$ cat src/rtl/key_debounce_pkg.sv
// Shared constants and the per-channel event record for the key debouncer array.
// The auto-repeat feature is selected by the KEY_DEBOUNCE_REPEAT_EN macro in key_debounce_ch.
package key_debounce_pkg;

  localparam int unsigned CNT_10MS_50MHZ    = 500_000;
  localparam int unsigned REPEAT_DELAY_DEF  = 25_000_000;
  localparam int unsigned REPEAT_PERIOD_DEF = 5_000_000;

  typedef struct packed {
    logic level;
    logic pos;
    logic neg;
    logic repeat_p;
  } key_evt_t;

  function automatic int unsigned max_u(input int unsigned a, input int unsigned b);
    return (a > b) ? a : b;
  endfunction

endpackage

$ cat src/rtl/key_debounce_ch.sv
// One debounce channel: 2-FF synchroniser, mismatch-count filter, edge pulses and,
// when KEY_DEBOUNCE_REPEAT_EN is defined, an auto-repeat pulse while held active.
module key_debounce_ch
  import key_debounce_pkg::*;
#(
  parameter int unsigned CNT_MAX       = CNT_10MS_50MHZ,
  parameter logic        IDLE_LEVEL    = 1'b1,
  parameter int unsigned REPEAT_DELAY  = REPEAT_DELAY_DEF,
  parameter int unsigned REPEAT_PERIOD = REPEAT_PERIOD_DEF
) (
  input  logic     i_clk,
  input  logic     i_rst_n,
  input  logic     i_in,
  output key_evt_t o_evt
);

  localparam int unsigned    CW        = $clog2(CNT_MAX + 1);
  localparam logic [CW-1:0]  CNT_LAST  = CW'(CNT_MAX - 1);
  localparam logic           ACTIVE    = ~IDLE_LEVEL;
  localparam bit             REP_CFG_OK = (REPEAT_DELAY >= 1) && (REPEAT_PERIOD >= 1);

  logic          sync1_q, sync2_q;
  logic          level_q, level_d;
  logic          pos_q, pos_d;
  logic          neg_q, neg_d;
  logic [CW-1:0] cnt_q, cnt_d;
  logic          rep_pulse;

  always_ff @(posedge i_clk or negedge i_rst_n) begin
    if (!i_rst_n) begin
      sync1_q <= IDLE_LEVEL;
      sync2_q <= IDLE_LEVEL;
    end else begin
      sync1_q <= i_in;
      sync2_q <= sync1_q;
    end
  end

  // A change is accepted only after CNT_MAX consecutive mismatching samples.
  always_comb begin
    cnt_d   = cnt_q;
    level_d = level_q;
    pos_d   = 1'b0;
    neg_d   = 1'b0;
    if (sync2_q == level_q) begin
      cnt_d = '0;
    end else if (cnt_q == CNT_LAST) begin
      cnt_d   = '0;
      level_d = sync2_q;
      pos_d   = sync2_q;
      neg_d   = ~sync2_q;
    end else begin
      cnt_d = cnt_q + 1'b1;
    end
  end

  always_ff @(posedge i_clk or negedge i_rst_n) begin
    if (!i_rst_n) begin
      level_q <= IDLE_LEVEL;
      pos_q   <= 1'b0;
      neg_q   <= 1'b0;
      cnt_q   <= '0;
    end else begin
      level_q <= level_d;
      pos_q   <= pos_d;
      neg_q   <= neg_d;
      cnt_q   <= cnt_d;
    end
  end

`ifdef KEY_DEBOUNCE_REPEAT_EN
  localparam int unsigned RW = $clog2(max_u(REPEAT_DELAY, REPEAT_PERIOD) + 1);

  logic [RW-1:0] rep_cnt_q, rep_cnt_d;
  logic [RW-1:0] rep_target;
  logic          armed_q, armed_d;
  logic          rep_q, rep_d;

  assign rep_target = armed_q ? RW'(REPEAT_PERIOD) : RW'(REPEAT_DELAY);

  // Counting only runs while the level is active both now and next cycle, so the
  // press cycle and the release cycle never carry a repeat pulse.
  always_comb begin
    rep_cnt_d = rep_cnt_q;
    armed_d   = armed_q;
    rep_d     = 1'b0;
    if ((level_q == ACTIVE) && (level_d == ACTIVE)) begin
      if (REP_CFG_OK && (rep_cnt_q + RW'(1) == rep_target)) begin
        rep_d     = 1'b1;
        rep_cnt_d = '0;
        armed_d   = 1'b1;
      end else begin
        rep_cnt_d = rep_cnt_q + RW'(1);
      end
    end else begin
      rep_cnt_d = '0;
      armed_d   = 1'b0;
    end
  end

  always_ff @(posedge i_clk or negedge i_rst_n) begin
    if (!i_rst_n) begin
      rep_cnt_q <= '0;
      armed_q   <= 1'b0;
      rep_q     <= 1'b0;
    end else begin
      rep_cnt_q <= rep_cnt_d;
      armed_q   <= armed_d;
      rep_q     <= rep_d;
    end
  end

  assign rep_pulse = rep_q;
`else
  // No repeat hardware in this build; the configuration check folds to a constant zero.
  assign rep_pulse = 1'b0 & REP_CFG_OK;
`endif

  assign o_evt.level    = level_q;
  assign o_evt.pos      = pos_q;
  assign o_evt.neg      = neg_q;
  assign o_evt.repeat_p = rep_pulse;

endmodule

$ cat src/rtl/key_debounce_array.sv
// N_CH independent debounce channels between board pins and control logic.
// Auto-repeat outputs are live only when KEY_DEBOUNCE_REPEAT_EN is defined.
module key_debounce_array
  import key_debounce_pkg::*;
#(
  parameter int unsigned N_CH          = 4,
  parameter int unsigned CNT_MAX       = CNT_10MS_50MHZ,
  parameter logic        IDLE_LEVEL    = 1'b1,
  parameter int unsigned REPEAT_DELAY  = REPEAT_DELAY_DEF,
  parameter int unsigned REPEAT_PERIOD = REPEAT_PERIOD_DEF
) (
  input  logic            i_clk,
  input  logic            i_rst_n,
  input  logic [N_CH-1:0] i_in,
  output logic [N_CH-1:0] o_level,
  output logic [N_CH-1:0] o_pos,
  output logic [N_CH-1:0] o_neg,
  output logic [N_CH-1:0] o_repeat
);

  key_evt_t evt [N_CH];

  for (genvar g = 0; g < N_CH; g++) begin : g_ch
    key_debounce_ch #(
      .CNT_MAX      (CNT_MAX),
      .IDLE_LEVEL   (IDLE_LEVEL),
      .REPEAT_DELAY (REPEAT_DELAY),
      .REPEAT_PERIOD(REPEAT_PERIOD)
    ) u_ch (
      .i_clk  (i_clk),
      .i_rst_n(i_rst_n),
      .i_in   (i_in[g]),
      .o_evt  (evt[g])
    );

    assign o_level[g]  = evt[g].level;
    assign o_pos[g]    = evt[g].pos;
    assign o_neg[g]    = evt[g].neg;
    assign o_repeat[g] = evt[g].repeat_p;
  end

endmodule

$ cat config.mk
export PLATFORM = sky130hd
export DESIGN_NAME = key_debounce_array
export DESIGN_NICKNAME = d
export VERILOG_FILES = /design/src/rtl/key_debounce_pkg.sv /design/src/rtl/key_debounce_ch.sv /design/src/rtl/key_debounce_array.sv
export SDC_FILE = /design/constraint.sdc
export NUM_CORES = 1
export LEC_CHECK = 0
export ABC_AREA = 1
export CAP_MARGIN = 10
export CORE_MARGIN = 5
export CORE_UTILIZATION = 35
export DETAILED_ROUTE_END_ITERATION = 7
export DONT_BUFFER_PORTS = 1
export PLACE_DENSITY = 0.48
export SYNTH_ARGS = -nofsm -noshare
export SYNTH_HDL_FRONTEND = slang
export SYNTH_SLANG_ARGS = --single-unit
export TNS_END_PERCENT = 50
$ cat constraint.sdc
create_clock -name i_clk -period 1.9 [get_ports i_clk]
set_clock_uncertainty 0.15 [all_clocks]
set_input_delay 0.38 -clock i_clk [delete_from_list [all_inputs] [get_ports i_clk]]
set_output_delay 0.38 -clock i_clk [all_outputs]
set_load 0.05 [all_outputs]
==> impl_metrics.csv, run 1 <==
group,metric,value,unit
routing,post-route-drc-count,0,
critical_path,crit_path_end_kind,"register",
critical_path,worstPathMaxFanout,10,
grt,grtUsageMet1,0.184,
sta,slew-limit-headroom,0.639,
run_status,outcome,"finished with violations",
critical_path,worstSetupStartpointType,"register",
synthesis,ys_seq_area_frac,0.461,
pwr,power_switching,0.865,mW
final_layout,nets,713,
routing,vias,4136,
pwr,pwr-share-seq,0.529,
synthesis,synth-edff-count,0,
floorplanning,die_w,132,um
final_layout,drive_gt1_frac,0.0989,
floorplanning,die_h,132,um
floorplanning,core_area,0.0146,mm^2
sta,hold_viol,96,
synthesis,ys_ff_latch,96,
grt,grt_remaining_overflow,0,
job,cap_violations,0,
critical_path,required,1.98,ns
pwr,p_leak,2.42,nW
grt,grtUsageMet3,0.0340,
critical_path,cp.arrival,1.79,ns
routing,first_pass_iters,4,
final_layout,antenna_cells,0,
grt,grt.met2_usage,0.207,
pwr,powerDensity,693,mW/mm^2
clock_tree,cts.hold.buffers_added,4,
final_layout,final_util,0.393,
placed_design,dpl.hpwl,7.93,mm
grt,top_usage_layer,"met2",
sta,worst_pin_slew,0.542,ns
final_layout,syn2layout_area_growth,9.53,%
routing,drt_iter0_markers,286,
grt,grt_pass1_vias,4044,
placed_design,placed_cell_area,0.00540,mm^2
floorplanning,die_area,0.0175,mm^2
placed_design,portBuffers,0,
synthesis,synth.avg_cell_area,7.53,um^2
pwr,p_comb_frac,0.027,
sta,hold_ws,-0.420,ns
floorplanning,rows,44,
synthesis,async_flop_share,1.00,
clock_tree,clkSinkCount,96,
routing,antenna_left,0,
routing,wirelength,10.9,mm
pwr,ir_drop,497,uV
pwr,p_int,3.11,mW
sta,finalCritPeriodShare,0.900,
final_layout,nFillCells,1465,
clock_tree,cts.clk_slew.worst_paths,0.07,ns
grt,grt_pass1_wl,19.3,mm
sta,max_freq,0.585,GHz
critical_path,crit_type,"reg2reg",
grt,grt_max_degree,97,
routing,via_per_inst,4.64,
sta,finalMaxSlewViolations,0,
clock_tree,cts_tree,"built",
routing,post_drt_wl_per_cell,12.3,um
grt,track_usage,0.134,
sta,finalSetupTns,0,ns
final_layout,stdcell_area,0.00574,mm^2
clock_tree,clk_path_buf_depth,2,
run_status,failed_checks,"hold timing",
min_path,hold_class,"in2async",
critical_path,cp-startpoint,"g_ch[1].u_ch.sync2_q",
sta,rsz0062_at_grt,"false",
critical_path,reg2reg_from,"g_ch[1].u_ch.sync2_q",
synthesis,synth_cell_type_count,30,
sta,setup_viol,0,
pwr,clkPwrFrac,0.445,
clock_tree,htree_levels,3,
clock_tree,clock_latency,0.34,ns
synthesis,yosysWarningCount,0,
sta,min_period,1.71,ns
synthesis,netlist_area,0.00524,mm^2
clock_tree,cts_root_buffer,"clkbuf_16",
floorplanning,io_pins,22,
grt,antenna_found_initial,0,
clock_tree,cts_buffers,9,
synthesis,synthCells,696,
pwr,switching_share,0.218,
floorplanning,start_util,0.359,
synthesis,synthFlopType,"dfrtp_1",
placed_design,routabilityCongestion,0.831,
-- timing repair --
item	in CTS	in global routing
setup buffers	0	0
gates resized for setup	0	2
hold endpoints to repair	100	96
setup endpoints to repair	0	10
-- cells in the mapped netlist, types with 11 or more instances --
| cell | n | area share |
|---|---|---|
| a21oi_1 | 16 | 0.015 |
| buf_4 | 17 | 0.024 |
| dfrtp_1 | 84 | 0.40 |
| dfstp_2 | 12 | 0.060 |
| inv_1 | 76 | 0.054 |
| nand2_1 | 122 | 0.087 |
| nand2_2 | 12 | 0.014 |
| nand3_1 | 48 | 0.046 |
| nor2_1 | 202 | 0.14 |
| nor2_2 | 12 | 0.014 |
| nor3_1 | 13 | 0.012 |
| o21ai_0 | 11 | 0.011 |
| xnor2_1 | 13 | 0.022 |
| xor2_1 | 21 | 0.035 |
-- power by group through the flow --
stage          Combinational [mW]  Clock (mW)  Sequential (mW)
6_report                    0.106        1.77             2.10
5_1_grt                     0.124        1.93             2.10
3_5_place_dp               0.0999           0             2.14
2_1_floorplan              0.0871           0             2.13
3_3_place_gp               0.0981           0             2.14
4_1_cts                     0.107        1.85             2.10
-- critical path, stage by stage (launching register included) --
cell and delay, ns:
dfstp_2 0.56, nor2_1 0.06, nor2_2 0.38, inv_1 0.21, nand2_2 0.18, a21oi_1 0.06
-- final timing paths --
path	endpoint	slack, ns	cells after the start
worst max register to register	g_ch[1].u_ch.cnt_q[17]	0.19	5
worst min register to register	g_ch[2].u_ch.sync2_q	0.21	0
min in group i_clk	g_ch[2].u_ch.sync2_q	0.21	0
worst min-delay path	g_ch[0].u_ch.cnt_q[15]	-0.42	0
worst max-delay path	g_ch[1].u_ch.cnt_q[17]	0.19	5
max in group asynchronous	g_ch[2].u_ch.sync2_q	1.77	0
-- sequential cells by signal, indices dropped and copies added, names as in the netlist --
| register | cells |
|---|---|
| g_ch.u_ch.cnt_q | 76 |
| g_ch.u_ch.sync2_q | 4 |
| g_ch.u_ch.pos_q | 4 |
| g_ch.u_ch.sync1_q | 4 |
| g_ch.u_ch.neg_q | 4 |
| g_ch.u_ch.level_q | 4 |
-- placed cells by master (no fill, tap or decap) --
cell type / count
a21oi_1: 16
a21oi_2: 1
and2_0: 1
and2_1: 2
and3_1: 2
buf_4: 7
clkbuf_1: 2
clkbuf_16: 9
clkbuf_8: 3
clkinv_2: 1
clkinv_4: 1
conb_1: 4
dfrtp_1: 84
dfstp_2: 12
dlygate4sd3_1: 4
ha_1: 4
inv_1: 76
inv_2: 2
nand2_1: 122
nand2_2: 12
nand3_1: 48
nand3_2: 3
nand3b_1: 1
nand4_1: 4
nor2_1: 202
nor2_2: 10
nor2_4: 8
nor3_1: 13
nor3_2: 1
nor3b_1: 4
o21ai_0: 11
o21ai_1: 1
o21bai_1: 3
xnor2_1: 13
xor2_1: 21
-- metal layers --
metal	routed length, um	vias up
met4	175	0
met2	4930	68
met3	458	12
li1	-	2133
met1	5370	1923
met5	0	-
-- kinds of logic after synthesis --
| group | count (synthesis) | share of synthesized area |
|---|---|---|
| buf+inv | 96 | 0.0812 |
| xor+xnor | 34 | 0.0568 |
| fa+ha+maj | 4 | 0.00955 |
| simple gates | 433 | 0.358 |
| flops | 96 | 0.461 |
| other cells | 1 | 0.000716 |
| compound gates | 32 | 0.0327 |
-- per-stage QoR --
| step | total power, mW | std cells | hold WS [ns] | setup WS (ns) |
|---|---|---|---|---|
| after global placement | 2.24 | 872 | -0.0618 | 0.160 |
| after detailed placement | 2.24 | 872 | -0.0611 | 0.100 |
| final | 3.97 | 892 | -0.420 | 0.191 |
| after global routing | 4.16 | 892 | -0.442 | 0.00666 |
| after CTS | 4.06 | 892 | -0.439 | 0.0867 |
| after floorplan | 2.22 | 699 | -0.0656 | 0.452 |
-- layout make-up --
type | count | area (um^2) | share of cell area
Clock buffer | 14 | 274 | 0.0478
Multi-Input combinational cell | 507 | 2420 | 0.421
Timing Repair Buffer | 11 | 92.6 | 0.0161
Sequential cell | 96 | 2420 | 0.421
Tap cell | 184 | 230 | 0.0401
Inverter | 78 | 293 | 0.0510
Clock inverter | 2 | 13.8 | 0.00240
(Power assumes the default switching activity.)
==> inputs of run 2 (changes only) <==
PLACE_DENSITY = default   (was 0.48)
PLACE_DENSITY_LB_ADDON = 0.2   (was default)
==> run 2 against run 1 <==
  * The run still ends with hold timing left
  * Core utilization grew 0.15 points
  * Critical path depth is the same
  * Maximum frequency shrank 0.34%
  * Via count shrank 1.5%
  * Wire length shrank 1.7%
  * Critical endpoint is now g_ch[3].u_ch.cnt_q[5]
  * Largest cell class unchanged
  * Largest power group unchanged
==> impl_metrics.csv, run 2 (synthesis gave the netlist of run 1 again) <==
group,metric,value,unit
placed_design,routabilityCongestion,0.842,
critical_path,crit_slowest_cell,"dfstp_2",
pwr,p_leak,2.43,nW
pwr,p_comb_frac,0.025,
job,cap_violations,0,
grt,grt_remaining_overflow,0,
clock_tree,clk_path_buf_depth,2,
routing,vias,4073,
floorplanning,die_h,132,um
routing,post_drt_wl_per_cell,12.1,um
placed_design,portBuffers,0,
final_layout,nets,712,
final_layout,multi_input_area,0.00241,mm^2
routing,drt_iter0_markers,238,
routing,antenna_left,0,
routing,via_per_inst,4.57,
sta,rsz0062_at_grt,"false",
sta,max_freq,0.583,GHz
critical_path,path_common_cell,"nor2_1",
final_layout,regMostFlops,"g_ch.u_ch.cnt_q",
placed_design,dpl.hpwl,7.81,mm
placed_design,pre_cts_ws,0.132,ns
sta,hold_viol,96,
grt,grt_pass1_vias,4053,
routing,first_pass_iters,4,
critical_path,cpPeakStageDelay,0.56,ns
final_layout,final_util,0.395,
critical_path,required,1.98,ns
grt,antenna_found_initial,0,
floorplanning,rows,44,
pwr,pwr-share-seq,0.504,
sta,finalSetupTns,0,ns
pwr,p_int,3.29,mW
clock_tree,cts.clk_slew.worst_paths,0.06,ns
sta,fin_ws,0.185,ns
final_layout,antenna_cells,0,
floorplanning,core_area,0.0146,mm^2
final_layout,drive_gt1_frac,0.100,
clock_tree,cts_root_buffer,"clkbuf_16",
pwr,powerDensity,724,mW/mm^2
critical_path,crit_type,"reg2reg",
clock_tree,htree_levels,3,
clock_tree,post_cts_buffers,0,
pwr,switching_share,0.211,
final_layout,final_common_cell,"nor2_1",
critical_path,worstPathMaxFanout,9,
routing,post-route-drc-count,0,
critical_path,path_cells,"nor2_1, nor2_2, inv_1, nand2_1, nor2_1",
floorplanning,die_w,132,um
final_layout,seq_area,0.00242,mm^2
clock_tree,clock_latency,0.35,ns
sta,hold_ws,-0.421,ns
clock_tree,cts_tree,"built",
run_status,outcome,"finished with violations",
routing,wirelength,10.7,mm
grt,grt_max_degree,97,
min_path,hold_class,"in2async",
pwr,power_switching,0.879,mW
sta,finalMaxSlewViolations,0,
grt,grt_pass1_wl,19.0,mm
final_layout,instances_no_fill,891,
clock_tree,cts.hold.buffers_added,4,
run_status,failed_checks,"hold timing",
final_layout,final_cell_mix,"nor2_1 (202), nand2_1 (122), dfrtp_1 (84)",
grt,track_usage,0.131,
sta,finalCritPeriodShare,0.903,
pwr,ir_drop,397,uV
critical_path,crit_path_end_kind,"register",
placed_design,dp.cells,871,
clock_tree,clkSinkCount,96,
critical_path,worstSetupStartpointType,"register",
final_layout,largest_register_ffs,76,
clock_tree,cts_buffers,9,
critical_path,cp.arrival,1.80,ns
pwr,clkPwrFrac,0.471,
sta,setup_viol,0,
floorplanning,start_util,0.359,
floorplanning,die_area,0.0175,mm^2
sta,min_period,1.72,ns
critical_path,r2r_slack,0.18,ns
final_layout,syn2layout_area_growth,9.94,%
floorplanning,io_pins,22,
final_layout,nFillCells,1475,
## run 2: cell count changes in the layout (fill, tap and decap cells not counted), sizes merged
cell / before / now
buf: 7 / 6
clkinvlp: 0 / 1
clkinv: 2 / 3
bufinv: 0 / 2
clkbuf: 14 / 10
## run 2: timing repair
action | in CTS | in global routing
gates resized for setup | 0 | 1
setup endpoints to repair | 0 | 6
hold endpoints to repair | 100 | 96
## run 2: metal layers
| metal | part of all wire | track usage | vias up | wire length [um] |
|---|---|---|---|---|
| li1 | - | - | 2136 | - |
| met1 | 0.50 | 0.176 | 1877 | 5340 |
| met2 | 0.45 | 0.203 | 46 | 4870 |
| met3 | 0.036 | 0.0397 | 14 | 384 |
| met4 | 0.014 | 0.0396 | 0 | 151 |
| met5 | 0 | 0 | - | 0 |
## run 2: layout make-up
type,instances,share of cell area
clock inverters,6,0.0143
well taps,184,0.0400
flip-flops and latches,96,0.420
repair buffers,10,0.0148
multi-input cells,507,0.419
inverters,78,0.0508
clock buffers,10,0.0415
## run 2: power by group through the flow
| stage | Clock [mW] | Sequential, mW | Combinational [mW] |
|---|---|---|---|
| floorplan | 0 | 2.13 | 0.0871 |
| CTS | 2.05 | 2.10 | 0.106 |
| finish | 1.97 | 2.10 | 0.106 |
| global route | 2.14 | 2.10 | 0.121 |
| global placement | 0 | 2.14 | 0.0979 |
| detailed placement | 0 | 2.14 | 0.0993 |
## run 2: stage by stage
step	power, mW	hold WS, ns	instance area [um^2]
after floorplan	2.22	-0.0656	5250
after global placement	2.23	-0.0591	5390
after detailed placement	2.24	-0.0581	5390
after CTS	4.26	-0.448	5750
after global routing	4.36	-0.456	5760
final	4.17	-0.421	5760
## run 2: final timing paths
kind	start	cells past startpoint	to
max	g_ch[3].u_ch.sync2_q	5	g_ch[3].u_ch.cnt_q[5]
min in group i_clk	g_ch[2].u_ch.sync1_q	0	g_ch[2].u_ch.sync2_q
max reg2reg	g_ch[3].u_ch.sync2_q	5	g_ch[3].u_ch.cnt_q[5]
min	i_rst_n	0	g_ch[0].u_ch.cnt_q[13]
min reg2reg	g_ch[2].u_ch.sync1_q	0	g_ch[2].u_ch.sync2_q
max in group asynchronous	i_rst_n	0	g_ch[3].u_ch.sync1_q
## run 2: worst max-delay path, delay by kind of cell (launching register included)
kind                   cells  cell delay [ns]
buffers and inverters      1             0.19
DFF                        1             0.56
and+or+nand+nor            4             0.71
